File: src/rtl/entrada_teclado_if.sv
// Core-facing switch-input bus: active-low enter strobe plus the latched switch word.
// No backpressure; the core samples ent on its own divided clock.
interface entrada_teclado_if #(
  parameter int WIDTH = 16
);
  logic             ent;
  logic [WIDTH-1:0] sw_out;

  modport master (output ent, output sw_out);
  modport slave  (input ent, input sw_out);
endinterface

File: src/rtl/entrada_teclado.sv
// Debounces the enter key, latches the switch word and emits one ent low/high strobe per press.
// Latency: ent falls DEB_CYCLES+2 clk after key_n goes low; no backpressure, a held key is ignored.
module entrada_teclado #(
  parameter int WIDTH       = 16,
  parameter int DEB_CYCLES  = 1000000,
  parameter int HOLD_CYCLES = 25000000
) (
  input  logic                    clk,
  input  logic                    reset,
  input  logic                    key_n,
  input  logic [WIDTH-1:0]        sw_in,
  entrada_teclado_if.master       core,
  output logic                    busy,
  output logic [7:0]              press_count
);

  localparam int CNT_MAX = (DEB_CYCLES > HOLD_CYCLES) ? DEB_CYCLES : HOLD_CYCLES;
  localparam int CW      = (CNT_MAX > 1) ? $clog2(CNT_MAX) : 1;
  localparam logic [CW-1:0] DEB_LAST  = CW'(DEB_CYCLES - 1);
  localparam logic [CW-1:0] HOLD_LAST = CW'(HOLD_CYCLES - 1);

  typedef enum logic [2:0] {
    IDLE,
    DEB_PRESS,
    ASSERT,
    GAP,
    WAIT_REL
  } state_t;

  state_t           state;
  logic [CW-1:0]    cnt;
  logic             key_m;
  logic             key_s;
  logic             ent_q;
  logic [WIDTH-1:0] sw_q;

  assign core.ent    = ent_q;
  assign core.sw_out = sw_q;

  // Synchroniser resets to "released" so a key held through reset still needs a full debounce.
  always_ff @(posedge clk or negedge reset) begin
    if (!reset) begin
      key_m <= 1'b1;
      key_s <= 1'b1;
    end else begin
      key_m <= key_n;
      key_s <= key_m;
    end
  end

  always_ff @(posedge clk or negedge reset) begin
    if (!reset) begin
      state       <= IDLE;
      cnt         <= '0;
      ent_q       <= 1'b1;
      sw_q        <= '0;
      press_count <= 8'd0;
      busy        <= 1'b0;
    end else begin
      case (state)
        IDLE: begin
          if (!key_s) begin
            state <= DEB_PRESS;
            cnt   <= '0;
            busy  <= 1'b1;
          end
        end
        DEB_PRESS: begin
          if (key_s) begin
            state <= IDLE;
            cnt   <= '0;
            busy  <= 1'b0;
          end else if (cnt == DEB_LAST) begin
            sw_q        <= sw_in;
            press_count <= press_count + 8'd1;
            ent_q       <= 1'b0;
            state       <= ASSERT;
            cnt         <= '0;
          end else begin
            cnt <= cnt + 1'b1;
          end
        end
        ASSERT: begin
          if (cnt == HOLD_LAST) begin
            ent_q <= 1'b1;
            state <= GAP;
            cnt   <= '0;
          end else begin
            cnt <= cnt + 1'b1;
          end
        end
        // High phase is held a full core period so the core's release detector sees it.
        GAP: begin
          if (cnt == HOLD_LAST) begin
            state <= WAIT_REL;
            cnt   <= '0;
          end else begin
            cnt <= cnt + 1'b1;
          end
        end
        WAIT_REL: begin
          if (!key_s) begin
            cnt <= '0;
          end else if (cnt == DEB_LAST) begin
            state <= IDLE;
            cnt   <= '0;
            busy  <= 1'b0;
          end else begin
            cnt <= cnt + 1'b1;
          end
        end
        default: begin
          state <= IDLE;
          cnt   <= '0;
          ent_q <= 1'b1;
          busy  <= 1'b0;
        end
      endcase
    end
  end

endmodule

File: src/flat_wrapper.sv
// flat-port wrapper written by rule: the top's interface ports become plain ports
module entrada_teclado_flat 
#(
  parameter int WIDTH       = 16,
  parameter int DEB_CYCLES  = 1000000,
  parameter int HOLD_CYCLES = 25000000
)
  (clk, reset, key_n, sw_in, busy, press_count, core_ent, core_sw_out);
  entrada_teclado_if #(.WIDTH(WIDTH)) core_i ();
  input  logic clk;
  input  logic reset;
  input  logic key_n;
  input  logic [WIDTH-1:0] sw_in;
  output logic busy;
  output logic [7:0] press_count;
  output wire logic [$bits(core_i.ent)-1:0] core_ent;
  output wire logic [$bits(core_i.sw_out)-1:0] core_sw_out;
  assign core_ent = core_i.ent;
  assign core_sw_out = core_i.sw_out;
  entrada_teclado #(.WIDTH(WIDTH), .DEB_CYCLES(DEB_CYCLES), .HOLD_CYCLES(HOLD_CYCLES)) u_core (.clk(clk), .reset(reset), .key_n(key_n), .sw_in(sw_in), .core(core_i), .busy(busy), .press_count(press_count));
endmodule
File: config.mk
export PLATFORM = sky130hd
export DESIGN_NAME = entrada_teclado_flat
export DESIGN_NICKNAME = d
export VERILOG_FILES = /design/src/rtl/entrada_teclado_if.sv /design/src/rtl/entrada_teclado.sv /design/src/flat_wrapper.sv
export SDC_FILE = /design/constraint.sdc
export NUM_CORES = 1
export LEC_CHECK = 0
export CORE_MARGIN = 2
export CORE_UTILIZATION = 55
export CTS_BUF_LIST = sky130_fd_sc_hd__clkbuf_8
export CTS_CLUSTER_SIZE = 40
export DETAILED_ROUTE_END_ITERATION = 12
export PLACE_DENSITY = 0.82
export SLEW_MARGIN = 20
export SYNTH_ARGS = -nofsm -noshare
export SYNTH_HDL_FRONTEND = slang
export SYNTH_SLANG_ARGS = --single-unit
File: constraint.sdc
create_clock -name clk -period 2.6 [get_ports clk]
set_clock_uncertainty 0.05 [all_clocks]
set_input_delay 0.52 -clock clk [delete_from_list [all_inputs] [get_ports clk]]
set_output_delay 0.52 -clock clk [all_outputs]
set_load 0.005 [all_outputs]
==> reports/qor.yml, run 1 <==
status: "complete, no violations"
drt-total-wl_um: 6090
p_clk_share_pct: 33.0
slew-limit-headroom_pct: 58.4
maxCapViolations: 0
drive_gt1_share_pct: 15.8
synthesis.area_um2: 2840
slew_viol_final: 0
synth.net_count: 290
row_count: 26
die-area_um2: 5740
hold_buffers: 0
ys_warn_count: 0
antenna_found_initial: 0
synth_cell_types: 51
timing.fmax_mhz: 400
clock_path_buffers: 2
root_buffer: "clkbuf_8"
coreArea_um2: 5040
crit_type: "reg2reg"
fin_nets: 343
min_path_type: "in2async"
post-dp-hpwl_um: 4460
startpoint_type: "flop"
holdWs_ns: 0.171
hold_violations: 0
place_worst_setup_slack_ns: 0.121
post-place-cells: 383
grt_usage_pct: 22.6
syn_avg_cell_area_um2: 10.5
cp_slowest_stage_delay_ns: 0.60
timing.final.crit_share_pct: 96.1
combinationalPowerShare_pct: 6.4
dpl_cell_area_um2: 3380
synth_ff_type: "dfrtp_1"
first_pass_iters: 4
crit_path_top_delay_cell: "or4b_1"
overflow: 0
multiInputGateArea_um2: 1330
seq_area_frac_synth_pct: 49.6
switchingPower_uw: 324
grt_pass1_vias: 2133
fin_cells: 393
worst_slack_ns: 0.101
ant_nets: 0
viasPerCell: 5.82
synthArstFlopShare_pct: 100
switching_share_pct: 22.2
gp_congestion: 0.933
diodes: 0
finalPower_mw: 1.46
finalSetupTns_ns: 0
die_x_um: 75.8
yosys.area.top_type: "dfrtp_1"
worst_pin_slew_ns: 0.624
cts_max_level: 2
path_buf_inv: 2
power_density_nw_per_um2: 419
synth_seq_cells: 56
fillers: 395
start_util_pct: 56.2
path_cells: "or4b_1 > nor4_4 > buf_4 > a21oi_2 > nor4_4 > buf_4 > o21ai_0"
p_int_mw: 1.14
area_growth_pct: 23.0
drt_iter0_markers: 150
cp.required_ns: 2.73
synth_top_area_share_pct: 46.8
portBuffers: 44
wire_per_inst_um: 15.5
grt_pass1_wl_um: 9960
drcViolationCount: 0
cts.clk_slew.worst_paths_ns: 0.09
path_delay_family: "simple AND/OR/NAND/NOR gates"
seqPwrFrac_pct: 60.6
synth_area_leaders: "dfrtp_1, mux2_2, xnor2_1"
final_area_um2: 3490
seqCellArea_um2: 1410
setup_violations: 0
grt_start_max_net_pins: 31
fin_util_pct: 69.2
cts_tree: "yes"
dieHeight_um: 75.8
irDropWorstVdd_v: 0.000314
clock_latency_ns: 0.31
cts_sinks: 56
synth-edff-count: 0
crit_fanout: 7
arrival_ns: 2.63
syn_inst: 269
endpoint_kind: "flop"
io-pin-count: 45
power.leakage_nw: 1.42
min_period_ns: 2.50
vias: 2289
cts_buffers: 5
[layout by cell type, fill, tap and decap left out, types with 2 or more instances in the layout]
master           count
and4_1               4
and3_1               3
clkbuf_8             6
o32ai_1              2
buf_4                9
dfstp_2              3
nand4_1             10
a21oi_2              2
ha_1                 2
nor4_1               6
nor4_4               2
inv_1                9
o22ai_1              3
o31ai_1              2
and2_1               2
nor4b_1              3
a31oi_1              2
nor2_1              29
a21oi_1              4
nand3_1              9
xnor2_1             20
clkdlybuf4s50_1     43
and3_2               2
dfrtp_1             53
o311ai_0             3
xor2_1               4
nor3b_1              2
o21ai_0             11
a211oi_1             2
buf_12               2
nand2_1             25
nor3_1               8
mux2_2              17
[layout make-up]
class | instances | share of cell area, %
clock buffers | 6 | 2.37
clock inverters | 2 | 0.323
inverters | 8 | 0.861
multi-input cells | 196 | 38.1
flip-flops and latches | 56 | 40.3
well taps | 70 | 2.51
repair buffers | 55 | 15.6
[sequential cells by signal, summed over array words and instances (netlist names)]
| register | cells |
|---|---|
| u_core.cnt | 25 |
| u_core.core.sw_out | 16 |
| u_core.press_count | 8 |
| u_core.state | 3 |
| u_core.busy | 1 |
| u_core.core.ent | 1 |
| u_core.key_m | 1 |
| u_core.key_s | 1 |
[cell families (layout without fill, tap and decap cells)]
family                     Yosys count  in the layout  share of synthesized area (%)
AOI/OAI and AO/OA                   36             36                           8.61
xor gates and xnor gates            24             24                           7.41
adders and majority gates            2              2                          0.882
buffers and inverters               17             71                           3.62
DFF                                 56             56                           49.6
muxes                               17             17                           6.75
and+or+nand+nor                    117            117                           23.2
[cells in the mapped netlist (2+ instances only)]
master,count
a21oi_2,2
a21oi_1,4
dfstp_2,3
and3_1,3
buf_4,3
o32ai_1,2
nand3_1,9
o21ai_0,11
nor4_4,2
and4_1,4
nor2_1,29
o22ai_1,3
o311ai_0,3
and3_2,2
nor4_1,6
xor2_1,4
nand2_1,25
nor3_1,8
ha_1,2
inv_1,8
nand4_1,10
and2_1,2
nor3b_1,2
nor4b_1,3
a211oi_1,2
buf_6,3
o31ai_1,2
dfrtp_1,53
mux2_2,17
a31oi_1,2
xnor2_1,20
[routing by layer]
| layer | global-route usage, % | wire, um | part of all wire [%] |
|---|---|---|---|
| met1 | 29.7 | 2640 | 43 |
| met3 | 3.70 | 419 | 6.9 |
| met4 | 9.16 | 119 | 2.0 |
| met5 | 0 | 0 | 0 |
| met2 | 37.4 | 2900 | 48 |
[worst paths after layout]
kind                                start         endpoint  slack [ns]  depth (start not counted)
max in group asynchronous           reset  u_core.core.ent        1.68                          2
max reg2reg                u_core.cnt[12]    u_core.cnt[4]        0.10                          7
max                        u_core.cnt[12]    u_core.cnt[4]        0.10                          7
min                                 reset   u_core.cnt[13]        0.17                          1
min reg2reg                  u_core.key_m     u_core.key_s        0.31                          0
min in group clk             u_core.key_m     u_core.key_s        0.31                          0
[power by group through the flow]
stage / clock (mW) / sequential [mW] / combinational, mW
floorplan: 0 / 0.901 / 0.0338
global placement: 0 / 0.902 / 0.0911
detailed placement: 0 / 0.903 / 0.0925
CTS: 0.500 / 0.886 / 0.0931
global route: 0.527 / 0.887 / 0.104
finish: 0.483 / 0.886 / 0.0929
[what timing repair did]
action                                  4_1_cts  5_1_grt
gates resized for setup                       0        0
endpoints found under the setup margin        0       16
buffers inserted                              0        2
endpoints found under the hold margin         0        0
Power figures use the tool's default switching activity.
==> run 2, diff against run 1 <==
- GPL_ROUTABILITY_DRIVEN: not set -> 0
==> run 2 against run 1 <==
Against the previous run: core utilization rose by 0.099 points; power rose by 4.9%; count of clock-buffer cells in the layout fell by 1; sequential share of layout area fell by 0.058 points; die area did not move.
==> reports/qor.yml, run 2 (synthesized netlist as in run 1, its figures left out) <==
reg2reg_from: "u_core.cnt[20]"
min_period_ns: 2.39
cts.clk_slew.worst_paths_ns: 0.09
cts_max_level: 2
grt_usage_pct: 21.1
die_x_um: 75.8
ant_nets: 0
maxCapViolations: 0
wire_per_inst_um: 14.8
fin_nets: 343
grt_use_met2_pct: 36.3
startpoint: "u_core.cnt[20]"
hold_violations: 0
drt_iter0_markers: 91
worst_slack_ns: 0.205
overflow: 0
dieHeight_um: 75.8
drive_gt1_share_pct: 16.1
post_cts_buffers: 0
switchingPower_uw: 326
setup_violations: 0
seqCellArea_um2: 1410
grt_use_met1_pct: 27.0
fin_util_pct: 69.3
p_clk_share_pct: 36.4
arrival_ns: 2.53
post_cts_resized: 0
largest_register_ffs: 25
status: "complete, no violations"
crit_fanout: 15
rsz0062_at_grt: "false"
first_pass_iters: 4
crit_path_top_delay_cell: "or4_4"
irDropWorstVdd_v: 0.000362
grt_start_max_net_pins: 25
timing.fmax_mhz: 418
root_buffer: "clkbuf_8"
coreArea_um2: 5040
worst_pin_slew_ns: 0.453
top_register: "u_core.cnt"
final_common_cell: "dfrtp_1"
fillers: 401
io-pin-count: 45
endpoint_kind: "flop"
viasPerCell: 5.58
grtUsageMet3_pct: 4.50
multiInputGateArea_um2: 1330
startpoint_type: "flop"
switching_share_pct: 21.3
antenna_found_initial: 0
start_util_pct: 56.2
post-dp-hpwl_um: 4310
die-area_um2: 5740
area_growth_pct: 23.2
vias: 2191
power.leakage_nw: 1.42
combinationalPowerShare_pct: 5.9
slew-limit-headroom_pct: 69.6
drt-total-wl_um: 5810
drcViolationCount: 0
cts_sinks: 56
path_delay_family: "simple AND/OR/NAND/NOR gates"
min_path_type: "in2async"
clock_latency_ns: 0.31
r2r_end: "u_core.cnt[23]"
cp.required_ns: 2.73
post-place-cells: 385
cp_slowest_stage_delay_ns: 0.57
hold_buffers: 0
portBuffers: 44
rr_worst_depth: 6
holdWs_ns: 0.0599
power_density_nw_per_um2: 439
crit_type: "reg2reg"
seqPwrFrac_pct: 57.7
finalSetupTns_ns: 0
path_cells: "or4_4 > nor4_4 > a21oi_2 > nor4_4 > buf_4 > o21ai_0"
slew_viol_final: 0
p_int_mw: 1.21
row_count: 26
cts_tree: "yes"
top_usage_layer: "met2"
diodes: 0
place_worst_setup_slack_ns: 0.226
grt_pass1_wl_um: 9250
timing.final.crit_share_pct: 92.1
cts_buffers: 5
fin_cells: 393
rrSetupSlack_ns: 0.21
grt_pass1_vias: 2044
timing.critical_path.mode_cell: "nor4_4"
path_buf_inv: 1
most-common-layout-cells: "dfrtp_1, clkdlybuf4s50_1, nor2_1"
clock_path_buffers: 2
==> run 2: cell types whose count changed in the layout (fill, tap and decap cells not counted) <==
cell / delta
buf_4: +1
buf_12: -1
inv_1: -1
clkbuf_8: -1
bufinv_16: +1
clkinv_2: +1
==> run 2: worst max path at each step <==
stage                                  end  slack (ns)  cells after the start
floorplan           u_core.core.sw_out[10]        0.39                      6
global placement            u_core.cnt[23]        0.28                      6
detailed placement          u_core.cnt[23]        0.23                      6
CTS                         u_core.cnt[23]        0.21                      6
global route                 u_core.cnt[0]        0.07                      5
finish                      u_core.cnt[23]        0.21                      6
==> run 2: cell type report <==
class | instances | share of cell area (%)
clock inverters | 3 | 1.22
inverters | 8 | 0.860
repair buffers | 55 | 15.2
clock buffers | 5 | 1.97
flip-flops and latches | 56 | 40.2
multi-input cells | 196 | 38.0
well taps | 70 | 2.51
==> run 2: power by group through the flow <==
stage | sequential [mW] | combinational (mW) | clock, mW
2_1_floorplan | 0.901 | 0.0338 | 0
3_3_place_gp | 0.902 | 0.0892 | 0
3_5_place_dp | 0.902 | 0.0909 | 0
4_1_cts | 0.885 | 0.0912 | 0.579
5_1_grt | 0.887 | 0.100 | 0.605
6_report | 0.885 | 0.0897 | 0.558
==> run 2: routing by layer <==
| metal | part of all wire, % | vias up | wire, um |
|---|---|---|---|
| li1 | - | 1072 | - |
| met1 | 43 | 1052 | 2520 |
| met2 | 49 | 61 | 2860 |
| met3 | 6.2 | 6 | 361 |
| met4 | 1.2 | 0 | 70 |
| met5 | 0 | - | 0 |
==> run 2: through the flow <==
stage / total power [mW] / instance area [um^2]
final: 1.53 / 3490
after global routing: 1.59 / 3490
after CTS: 1.56 / 3490
after detailed placement: 0.993 / 3380
after global placement: 0.991 / 3380
after floorplan: 0.935 / 2840
